### src/rtl/ps2_scancode_rx_if.sv
// PS/2 receiver bundle: keyboard pins in, decoded make-code report out.
// Ports: PS2CLK/PS2DATA (raw, async pins); SCANCODE[7:0], INTRPT, EXTENDED, FRAME_ERR.
// slave = the receiver, master = whoever drives the pins and consumes the report.
interface ps2_scancode_rx_if;
    logic       PS2CLK;
    logic       PS2DATA;
    logic [7:0] SCANCODE;
    logic       INTRPT;
    logic       EXTENDED;
    logic       FRAME_ERR;

    modport slave (
        input  PS2CLK,
        input  PS2DATA,
        output SCANCODE,
        output INTRPT,
        output EXTENDED,
        output FRAME_ERR
    );

    modport master (
        output PS2CLK,
        output PS2DATA,
        input  SCANCODE,
        input  INTRPT,
        input  EXTENDED,
        input  FRAME_ERR
    );
endinterface

### src/rtl/ps2_scancode_rx.sv
// PS/2 keyboard receiver: deserializes 11-bit frames, strips E0/F0 prefixes, reports make codes.
// Latency: 2 sync + FILTER_LEN cycles pin-to-strobe, 1 cycle stop-strobe to SCANCODE/INTRPT.
// Backpressure: none; the keyboard cannot be stalled, a newer report overwrites SCANCODE.
// Ports: CLK, RST (async active-high), bus (slave modport of ps2_scancode_rx_if).
// Optional macro PS2_PARITY_CHECK_EN: when defined, bad parity/stop pulses FRAME_ERR and drops the byte.
module ps2_scancode_rx #(
    parameter int FILTER_LEN  = 8,
    parameter int TIMEOUT_CYC = 200000,
    parameter int INT_CYCLES  = 4
) (
    input  logic               CLK,
    input  logic               RST,
    ps2_scancode_rx_if.slave   bus
);
    localparam int FCW = $clog2(FILTER_LEN + 1);
    localparam int TCW = $clog2(TIMEOUT_CYC + 1);
    localparam int ICW = $clog2(INT_CYCLES + 1);

    typedef enum logic [1:0] {S_IDLE, S_DATA, S_PARITY, S_STOP} state_t;

    logic           clk_s1_q, clk_s2_q, dat_s1_q, dat_s2_q;
    logic           filt_q, filt_d;
    logic [FCW-1:0] fcnt_q, fcnt_d;
    logic           strobe;

    state_t         state_q, state_d;
    logic [2:0]     bitcnt_q, bitcnt_d;
    logic [7:0]     shreg_q, shreg_d;
    logic [TCW-1:0] tmo_q, tmo_d;
    logic           ext_q, ext_d, brk_q, brk_d;
    logic [7:0]     sc_q, sc_d;
    logic           exto_q, exto_d;
    logic           int_q, int_d;
    logic [ICW-1:0] icnt_q, icnt_d;
    logic           err_q, err_d;
    logic           frame_ok;
    logic           report;
`ifdef PS2_PARITY_CHECK_EN
    logic           par_q, par_d;
`endif

    // Input conditioning: the filtered clock only moves after FILTER_LEN
    // consecutive samples disagree with it, so short glitches never strobe.
    always_comb begin
        filt_d = filt_q;
        fcnt_d = '0;
        if (clk_s2_q != filt_q) begin
            if (fcnt_q == FCW'(FILTER_LEN - 1)) begin
                filt_d = clk_s2_q;
            end else begin
                fcnt_d = fcnt_q + 1'b1;
            end
        end
        strobe = filt_q & ~filt_d;
    end

    always_comb begin
        state_d  = state_q;
        bitcnt_d = bitcnt_q;
        shreg_d  = shreg_q;
        tmo_d    = tmo_q;
        ext_d    = ext_q;
        brk_d    = brk_q;
        sc_d     = sc_q;
        exto_d   = exto_q;
        int_d    = int_q;
        icnt_d   = icnt_q;
        err_d    = 1'b0;
        report   = 1'b0;
        frame_ok = 1'b1;
`ifdef PS2_PARITY_CHECK_EN
        par_d    = par_q;
        frame_ok = dat_s2_q & (^{shreg_q, par_q});
`endif

        // Inter-edge watchdog only runs while a frame is in flight.
        if (strobe || state_q == S_IDLE) begin
            tmo_d = '0;
        end else begin
            tmo_d = tmo_q + 1'b1;
        end

        if (!strobe && state_q != S_IDLE && tmo_q == TCW'(TIMEOUT_CYC - 1)) begin
            // Partial byte is abandoned; prefix flags survive on purpose.
            state_d = S_IDLE;
            err_d   = 1'b1;
            tmo_d   = '0;
        end else if (strobe) begin
            unique case (state_q)
                S_IDLE: begin
                    if (!dat_s2_q) begin
                        state_d  = S_DATA;
                        bitcnt_d = '0;
                    end
                end
                S_DATA: begin
                    shreg_d  = {dat_s2_q, shreg_q[7:1]};
                    bitcnt_d = bitcnt_q + 1'b1;
                    if (bitcnt_q == 3'd7) begin
                        state_d = S_PARITY;
                    end
                end
                S_PARITY: begin
`ifdef PS2_PARITY_CHECK_EN
                    par_d = dat_s2_q;
`endif
                    state_d = S_STOP;
                end
                S_STOP: begin
                    state_d = S_IDLE;
                    if (!frame_ok) begin
                        err_d = 1'b1;
                    end else if (shreg_q == 8'hE0) begin
                        ext_d = 1'b1;
                    end else if (shreg_q == 8'hF0) begin
                        brk_d = 1'b1;
                    end else if (brk_q) begin
                        // Release code: swallow it and reset the prefix state.
                        brk_d = 1'b0;
                        ext_d = 1'b0;
                    end else begin
                        report = 1'b1;
                    end
                end
                default: state_d = S_IDLE;
            endcase
        end

        // INTRPT is stretched so a slower consumer clock always sees it;
        // a new report reloads the stretch so the line never dips.
        if (report) begin
            sc_d   = shreg_q;
            exto_d = ext_q;
            ext_d  = 1'b0;
            int_d  = 1'b1;
            icnt_d = ICW'(INT_CYCLES - 1);
        end else if (icnt_q != '0) begin
            icnt_d = icnt_q - 1'b1;
        end else begin
            int_d = 1'b0;
        end
    end

    always_ff @(posedge CLK or posedge RST) begin
        if (RST) begin
            clk_s1_q <= 1'b1;
            clk_s2_q <= 1'b1;
            dat_s1_q <= 1'b1;
            dat_s2_q <= 1'b1;
            filt_q   <= 1'b1;
            fcnt_q   <= '0;
            state_q  <= S_IDLE;
            bitcnt_q <= '0;
            shreg_q  <= '0;
            tmo_q    <= '0;
            ext_q    <= 1'b0;
            brk_q    <= 1'b0;
            sc_q     <= '0;
            exto_q   <= 1'b0;
            int_q    <= 1'b0;
            icnt_q   <= '0;
            err_q    <= 1'b0;
`ifdef PS2_PARITY_CHECK_EN
            par_q    <= 1'b0;
`endif
        end else begin
            clk_s1_q <= bus.PS2CLK;
            clk_s2_q <= clk_s1_q;
            dat_s1_q <= bus.PS2DATA;
            dat_s2_q <= dat_s1_q;
            filt_q   <= filt_d;
            fcnt_q   <= fcnt_d;
            state_q  <= state_d;
            bitcnt_q <= bitcnt_d;
            shreg_q  <= shreg_d;
            tmo_q    <= tmo_d;
            ext_q    <= ext_d;
            brk_q    <= brk_d;
            sc_q     <= sc_d;
            exto_q   <= exto_d;
            int_q    <= int_d;
            icnt_q   <= icnt_d;
            err_q    <= err_d;
`ifdef PS2_PARITY_CHECK_EN
            par_q    <= par_d;
`endif
        end
    end

    assign bus.SCANCODE  = sc_q;
    assign bus.INTRPT    = int_q;
    assign bus.EXTENDED  = exto_q;
    assign bus.FRAME_ERR = err_q;
endmodule

### src/flat_wrapper.sv
// flat-port wrapper written by rule: the top's interface ports become plain ports
module ps2_scancode_rx_flat 
#(
    parameter int FILTER_LEN  = 8,
    parameter int TIMEOUT_CYC = 200000,
    parameter int INT_CYCLES  = 4
)
  (CLK, RST, bus_PS2CLK, bus_PS2DATA, bus_SCANCODE, bus_INTRPT, bus_EXTENDED, bus_FRAME_ERR);
  ps2_scancode_rx_if bus_i ();
  input  logic CLK;
  input  logic RST;
  input wire logic [$bits(bus_i.PS2CLK)-1:0] bus_PS2CLK;
  input wire logic [$bits(bus_i.PS2DATA)-1:0] bus_PS2DATA;
  output wire logic [$bits(bus_i.SCANCODE)-1:0] bus_SCANCODE;
  output wire logic [$bits(bus_i.INTRPT)-1:0] bus_INTRPT;
  output wire logic [$bits(bus_i.EXTENDED)-1:0] bus_EXTENDED;
  output wire logic [$bits(bus_i.FRAME_ERR)-1:0] bus_FRAME_ERR;
  assign bus_i.PS2CLK = bus_PS2CLK;
  assign bus_i.PS2DATA = bus_PS2DATA;
  assign bus_SCANCODE = bus_i.SCANCODE;
  assign bus_INTRPT = bus_i.INTRPT;
  assign bus_EXTENDED = bus_i.EXTENDED;
  assign bus_FRAME_ERR = bus_i.FRAME_ERR;
  ps2_scancode_rx #(.FILTER_LEN(FILTER_LEN), .TIMEOUT_CYC(TIMEOUT_CYC), .INT_CYCLES(INT_CYCLES)) u_core (.CLK(CLK), .RST(RST), .bus(bus_i));
endmodule
### config.mk
export PLATFORM = sky130hd
export DESIGN_NAME = ps2_scancode_rx_flat
export DESIGN_NICKNAME = d
export VERILOG_FILES = /design/src/rtl/ps2_scancode_rx_if.sv /design/src/rtl/ps2_scancode_rx.sv /design/src/flat_wrapper.sv
export SDC_FILE = /design/constraint.sdc
export NUM_CORES = 1
export LEC_CHECK = 0
export ABC_AREA = 0
export CAP_MARGIN = 20
export CORE_MARGIN = 2
export CORE_UTILIZATION = 45
export CTS_BUF_LIST = sky130_fd_sc_hd__clkbuf_4
export CTS_CLUSTER_SIZE = 8
export DETAILED_ROUTE_END_ITERATION = 8
export HOLD_SLACK_MARGIN = 0.03
export PLACE_DENSITY = 0.61
export SKIP_LAST_GASP = 1
export SYNTH_ARGS = -nofsm -noshare
export SYNTH_HDL_FRONTEND = slang
export SYNTH_SLANG_ARGS = --single-unit
### constraint.sdc
create_clock -name CLK -period 2.6 [get_ports CLK]
set_input_delay 0.52 -clock CLK [delete_from_list [all_inputs] [get_ports CLK]]
set_output_delay 0.52 -clock CLK [all_outputs]
set_load 0.05 [all_outputs]
======== Word level (Yosys, flattened, before mapping) ========
Index checks and enable logic that the tools add are counted.
word-level totals
  bits in registers ....................... 56
  bits in latches ......................... 0
  bits in writable memories ............... 0
  bits in read-only memories .............. 0
  bits of input ports ..................... 4
  output and inout port bits .............. 11
  logic and storage cells ................. 90
  memories kept ........................... 0
cells by class
  add/sub/neg operators ................... 4
  multipliers ............................. 0
  divide/modulo/power cells ............... 0
  $lt $le $gt $ge ......................... 0
  equal/unequal tests ..................... 15
  shifts and indexed selects .............. 0
  multiplexer cells ....................... 32
  bitwise gates (word level) .............. 4
  reduce and logical (&&, ||, !) cells .... 18
operators with widths
  cell                                            number
  2-to-1 mux 18 bit                               2
  2-to-1 mux 1 bit                                19
  adder 18 x 1 -> 18 bit (second input constant)  1
  == test 18 bit (second input constant)          1
  == test 8 bit (second input constant)           2
  nonzero test 2 bit                              6
  2-to-1 mux 3 bit                                3
  2-to-1 mux 2 bit                                4
  2-to-1 mux 4 bit                                2
  case mux 2 bit (4 select lines)                 1
  AND reduction 4 bit                             2
  != test 3 x 1 -> 1 bit (second input constant)  2
  case mux 3 bit (2 select lines)                 1
  AND reduction 3 bit                             2
  nonzero test 3 bit                              2
  AND reduction 5 bit                             1
  adder 4 x 1 -> 4 bit (second input constant)    1
  == test 2 bit (second input constant)           2
  == test 4 x 3 -> 1 bit (second input constant)  1
  != test 2 x 1 -> 1 bit (second input constant)  2
  adder 3 x 1 -> 3 bit (second input constant)    1
  == test 3 bit (second input constant)           1
  != test 3 bit (second input constant)           1
  inverter 1 bit                                  3
  9 further kinds                                 10

======== Longest topological paths before layout ========
  word-level depth ........................ 11
  mapped depth ............................ 7
  mapped depth without buffers ............ 6

======== Worst setup path before layout ========
Ideal clock, no wire load.
  path type ............................... flip-flop to flip-flop
  start point ............................. register u_core.fcnt_q[0]
  end point ............................... register u_core.sc_q[0] (netlist: u_core.bus.SCANCODE[0])
  library setup time ...................... 125 ps
  data arrival time ....................... 1906 ps
  data required time ...................... 2475 ps
  path slack .............................. 569 ps
  stages on the path, launching flop included .. 8
  buffers on the path ..................... 2
  period minus slack after synthesis ...... 2031 ps
  path through ............................ dfrtp_1 > ha_1 > and3b_1 > clkbuf_1 > and3_1 > nand2_1 > clkbuf_1 > mux2_2
on the way
  cells in the longest elaborated chain, start to end .. 9
  elaborated cells on any way between the ends .. 10
  those cells by class .................... 1 x eq/ne; 4 x mux; 2 x bitwise; 3 x reduce/logical
ends and longest elaborated chain
  what                            RTL line                text
  start, declared                 ps2_scancode_rx.sv:23   logic [FCW-1:0] fcnt_q, fcnt_d;
  start signal, assigned          ps2_scancode_rx.sv:172  fcnt_q <= fcnt_d;
  == test 4 x 3 -> 1 bit (*)      ps2_scancode_rx.sv:48   if (fcnt_q == FCW'(FILTER_LEN - 1)) begin
  2-to-1 mux 1 bit (*)            ps2_scancode_rx.sv:48
  2-to-1 mux 1 bit (*)            ps2_scancode_rx.sv:47   if (clk_s2_q != filt_q) begin
  inverter 1 bit (*)              ps2_scancode_rx.sv:54   strobe = filt_q & ~filt_d;
  bitwise AND 1 bit (*)           ps2_scancode_rx.sv:54
  zero test 1 bit                 ps2_scancode_rx.sv:83   if (!strobe && state_q != S_IDLE && tmo_q == TCW'(TIMEOUT_CYC - 1)) begin
  logical AND 1 bit (2 in a row)  ps2_scancode_rx.sv:83
  2-to-1 mux 1 bit (*)            ps2_scancode_rx.sv:83
  end signal, assigned            ps2_scancode_rx.sv:158  sc_q <= '0;
  end signal, assigned            ps2_scancode_rx.sv:179  sc_q <= sc_d;
  end, declared                   ps2_scancode_rx.sv:31   logic [7:0] sc_q, sc_d;
Mark *: on every way between the ends. The rest lies on a longest branch, timed or not.
A chain may end at the register's enable or synchronous reset.

======== Final worst setup path ========
  start point ............................. register u_core.tmo_q[6]
  end point ............................... register u_core.tmo_q[14]
on the way
  cells in the longest elaborated chain, start to end .. 3
  elaborated cells on any way between the ends .. 5
  those cells by class .................... 1 x add/sub; 1 x eq/ne; 2 x mux; 1 x reduce/logical
ends and longest elaborated chain
  what                                                             RTL line                                      text
  start, declared                                                  ps2_scancode_rx.sv:29                         logic [TCW-1:0] tmo_q, tmo_d;
  start signal, assigned                                           ps2_scancode_rx.sv:176                        tmo_q <= tmo_d;
  adder 18 x 1 -> 18 bit / == test 18 bit (equally long branches)  ps2_scancode_rx.sv:80, ps2_scancode_rx.sv:83
  2-to-1 mux 18 bit / logical AND 1 bit (equally long branches)    ps2_scancode_rx.sv:77, ps2_scancode_rx.sv:83
  2-to-1 mux 18 bit (*)                                            ps2_scancode_rx.sv:83
  via u_core.tmo_d[14]                                             ps2_scancode_rx.sv:29
Mark *: on every way through the listed nets, which the timed path passes. The rest lies on a longest branch.

==> results.cfg <==
[critical_path]
max_stage_delay_ps = 530
end_kind = flop
cp-startpoint = u_core.tmo_q[6]
worst_ep_required_time_ps = 2860
r2r-start = u_core.tmo_q[6]
cp_cell_sequence = or4b_1 > or4_4 > o21ai_4 > nor2_1
crit_path_start_kind = flop
path_class = flop to flop
worstPathMaxFanout = 18
crit_slowest_cell = or4b_1
arrival_ps = 2460

[timing]
setup_violations = 0
final.setup_skew_ps = 14.1
worst_slew_pin_slew_ps = 509
final.min_clock_period_ps = 2190
drv_slew = 0
fin_tns_setup_ps = 0
grt_setup_unrepaired = false
relSlewSlack_pct = 65.9
hold_violations = 0
finalCritPeriodShare_pct = 84.3
fmax_mhz = 456

[clocking]
clockRootBuffer = clkbuf_4
cts_resized = 0
cts.reportedPaths.clkPinSlew_ps = 180
worstSkewPairLatency_ps = 390
ctsHtreeMaxLevel = 2
cts_setup_buffers = 0
clock-sinks = 56
cts_buffers = 5
cts_buffer_depth = 2
postCtsHoldBufs = 0
cts_tree = done

[final_layout]
fin_area_sq_mm = 0.00283
synthToLayoutAreaGrowth_pct = 11.6
drive_gt1_share_pct = 15.0
fill_cells = 516
antenna-diode-count = 0
nets = 254

[floorplanning]
die_area_sq_mm = 0.00625
floorplan.initialDensity_pct = 46.3
coreArea_sq_mm = 0.00547
ios = 15
die_h_microns = 79.0
die_x_microns = 79.0
std_cell_rows = 27

[global_routing]
antenna_found_initial = 0
grt_max_degree = 57
overflow = 0
grt_pass1_vias = 1631
grt_pass1_wl_mm = 7.46
gr-usage-all-layers_pct = 15.3

[logic_synthesis]
yosysSeqAreaShare_pct = 55.6
synth_enable_flop_cells = 0
synth_area_sq_mm = 0.00253
ys_async_sr_fraction_pct = 100
yosys.area.top_type_share_pct = 50.4
yosys.area.top_type = dfrtp_1
synth_area_leaders = dfrtp_1, mux2_2, ha_1
synth_seq_cells = 56
synth_cells = 221
synth_top_flop_cell = dfrtp_1
yosys_warnings = 0
synthesis.nets = 236
yosysUniqueCellTypes = 35
avgSynthCellArea_sq_um = 11.5

[routing]
drt_first_pass_iters = 4
vias = 1642
drc_errors = 0
ant_nets = 0
wl_met1_mm = 2.08
wl_per_cell_microns = 13.4
vias_per_cell = 5.26
wl_met3_microns = 84
drt-initial-drc-count = 71
routed.top_layer = met4
drt_wl_total_mm = 4.17
dr_wl_met2_mm = 1.94

[placed_design]
dpl_cell_area_sq_mm = 0.00276
place_congestion = 0.787
dp_hpwl_mm = 2.88
io_buffers = 14

[run_status]
status = complete, no violations

[min_path]
min_from = u_core.dat_s1_q
holdCritPathClass = flop to flop

[job]
drv_cap = 0

[power_and_ir_drop]
power.density_mw_per_mm2 = 505
p_leak_nw = 1.23
ir_drop_mv = 0.255
-- synthesized netlist by cell type, types with 2 or more instances --
cell and count:
a21oi_1 8, a22o_1 2, and3_1 3, clkbuf_1 3
dfrtp_1 51, dfstp_2 5, ha_1 11, inv_1 13
mux2_2 18, nand2_1 12, nand3_1 10, nand4_1 6
nor2_1 25, nor2b_1 3, nor3_1 6, nor4_1 7
o211ai_1 2, o21ai_0 2, o22ai_1 2, xnor2_1 13
xor2_1 5
-- critical path, delay by kind of cell, from the launching register on --
family / cells / cell delay, ps
AO/OA/AOI/OAI: 1 / 450
flip-flops: 1 / 460
AND/OR/NAND/NOR: 3 / 1160
-- state kept, by name (all words and copies together) (netlist names), 2 cells and up --
register             flops
u_core.bitcnt_q          3
u_core.bus.SCANCODE      8
u_core.fcnt_q            4
u_core.icnt_q            3
u_core.shreg_q           8
u_core.state_q           2
u_core.tmo_q            18
-- worst paths after layout --
check,end,slack [ps],cells after the start
worst max-delay path,u_core.tmo_q[14],410,4
max in group asynchronous,u_core.clk_s2_q,1830,3
worst min register to register,u_core.dat_s2_q,370,0
worst max register to register,u_core.tmo_q[14],410,4
min in group asynchronous,u_core.shreg_q[5],480,3
worst min-delay path,u_core.dat_s2_q,370,0
-- metal layers --
| layer | vias to the layer above | GRT usage [%] |
|---|---|---|
| li1 | 806 | - |
| met2 | 14 | 24.0 |
| met4 | 0 | 5.69 |
| met5 | - | 0 |
| met3 | 6 | 3.75 |
| met1 | 816 | 20.8 |
-- stage by stage --
| step | cells | setup WS [ps] | hold slack [ps] | power, mW | util (%) |
|---|---|---|---|---|---|
| final | 312 | 408 | 369 | 1.43 | 51.6 |
| after detailed placement | 304 | 389 | 348 | 1.04 | 50.5 |
| after floorplan | 221 | 569 | 345 | 1.01 | - |
| after CTS | 312 | 388 | 370 | 1.45 | 51.6 |
| after global routing | 312 | 280 | 374 | 1.49 | 51.6 |
| after global placement | 304 | 446 | 346 | 1.03 | 50.5 |
-- layout make-up --
class | count | area (sq um) | area share, %
flip-flops and latches | 56 | 1410 | 49.8
repair buffers | 15 | 160 | 5.67
well taps | 72 | 90.1 | 3.19
clock inverters | 3 | 27.5 | 0.974
multi-input cells | 148 | 1050 | 37.3
inverters | 13 | 48.8 | 1.73
clock buffers | 5 | 37.5 | 1.33
-- layout by cell type, fill, tap and decap left out, types with 2 or more instances in the layout --
cell / n
nor3_1: 6
mux2_2: 18
o211ai_1: 2
dfrtp_1: 51
nor2b_1: 3
o21ai_0: 2
and3_1: 3
o22ai_1: 2
clkdlybuf4s50_1: 14
nand2_1: 12
nand3_1: 10
nand4_1: 6
a21oi_1: 8
dfstp_2: 5
ha_1: 11
clkbuf_4: 5
xor2_1: 5
xnor2_1: 13
nor4_1: 7
a22o_1: 2
nor2_1: 25
inv_1: 12
-- logic make-up (layout without fill, tap and decap cells) --
| logic type | Yosys count | in the layout | share of synthesized area, % |
|---|---|---|---|
| compound gates | 20 | 20 | 5.38 |
| mux | 19 | 19 | 8.39 |
| fa+ha+maj | 11 | 11 | 5.43 |
| xor+xnor | 18 | 18 | 6.22 |
| buf+inv | 17 | 36 | 2.81 |
| flops | 56 | 56 | 55.6 |
| simple gates | 80 | 80 | 16.2 |
-- power by group --
group,switching (mW),total [mW],internal [mW]
registers,0.0200,0.927,0.907
clock network,0.294,0.409,0.114
logic,0.0494,0.0905,0.0411
total,0.364,1.43,1.06
(Power assumes the default switching activity.)
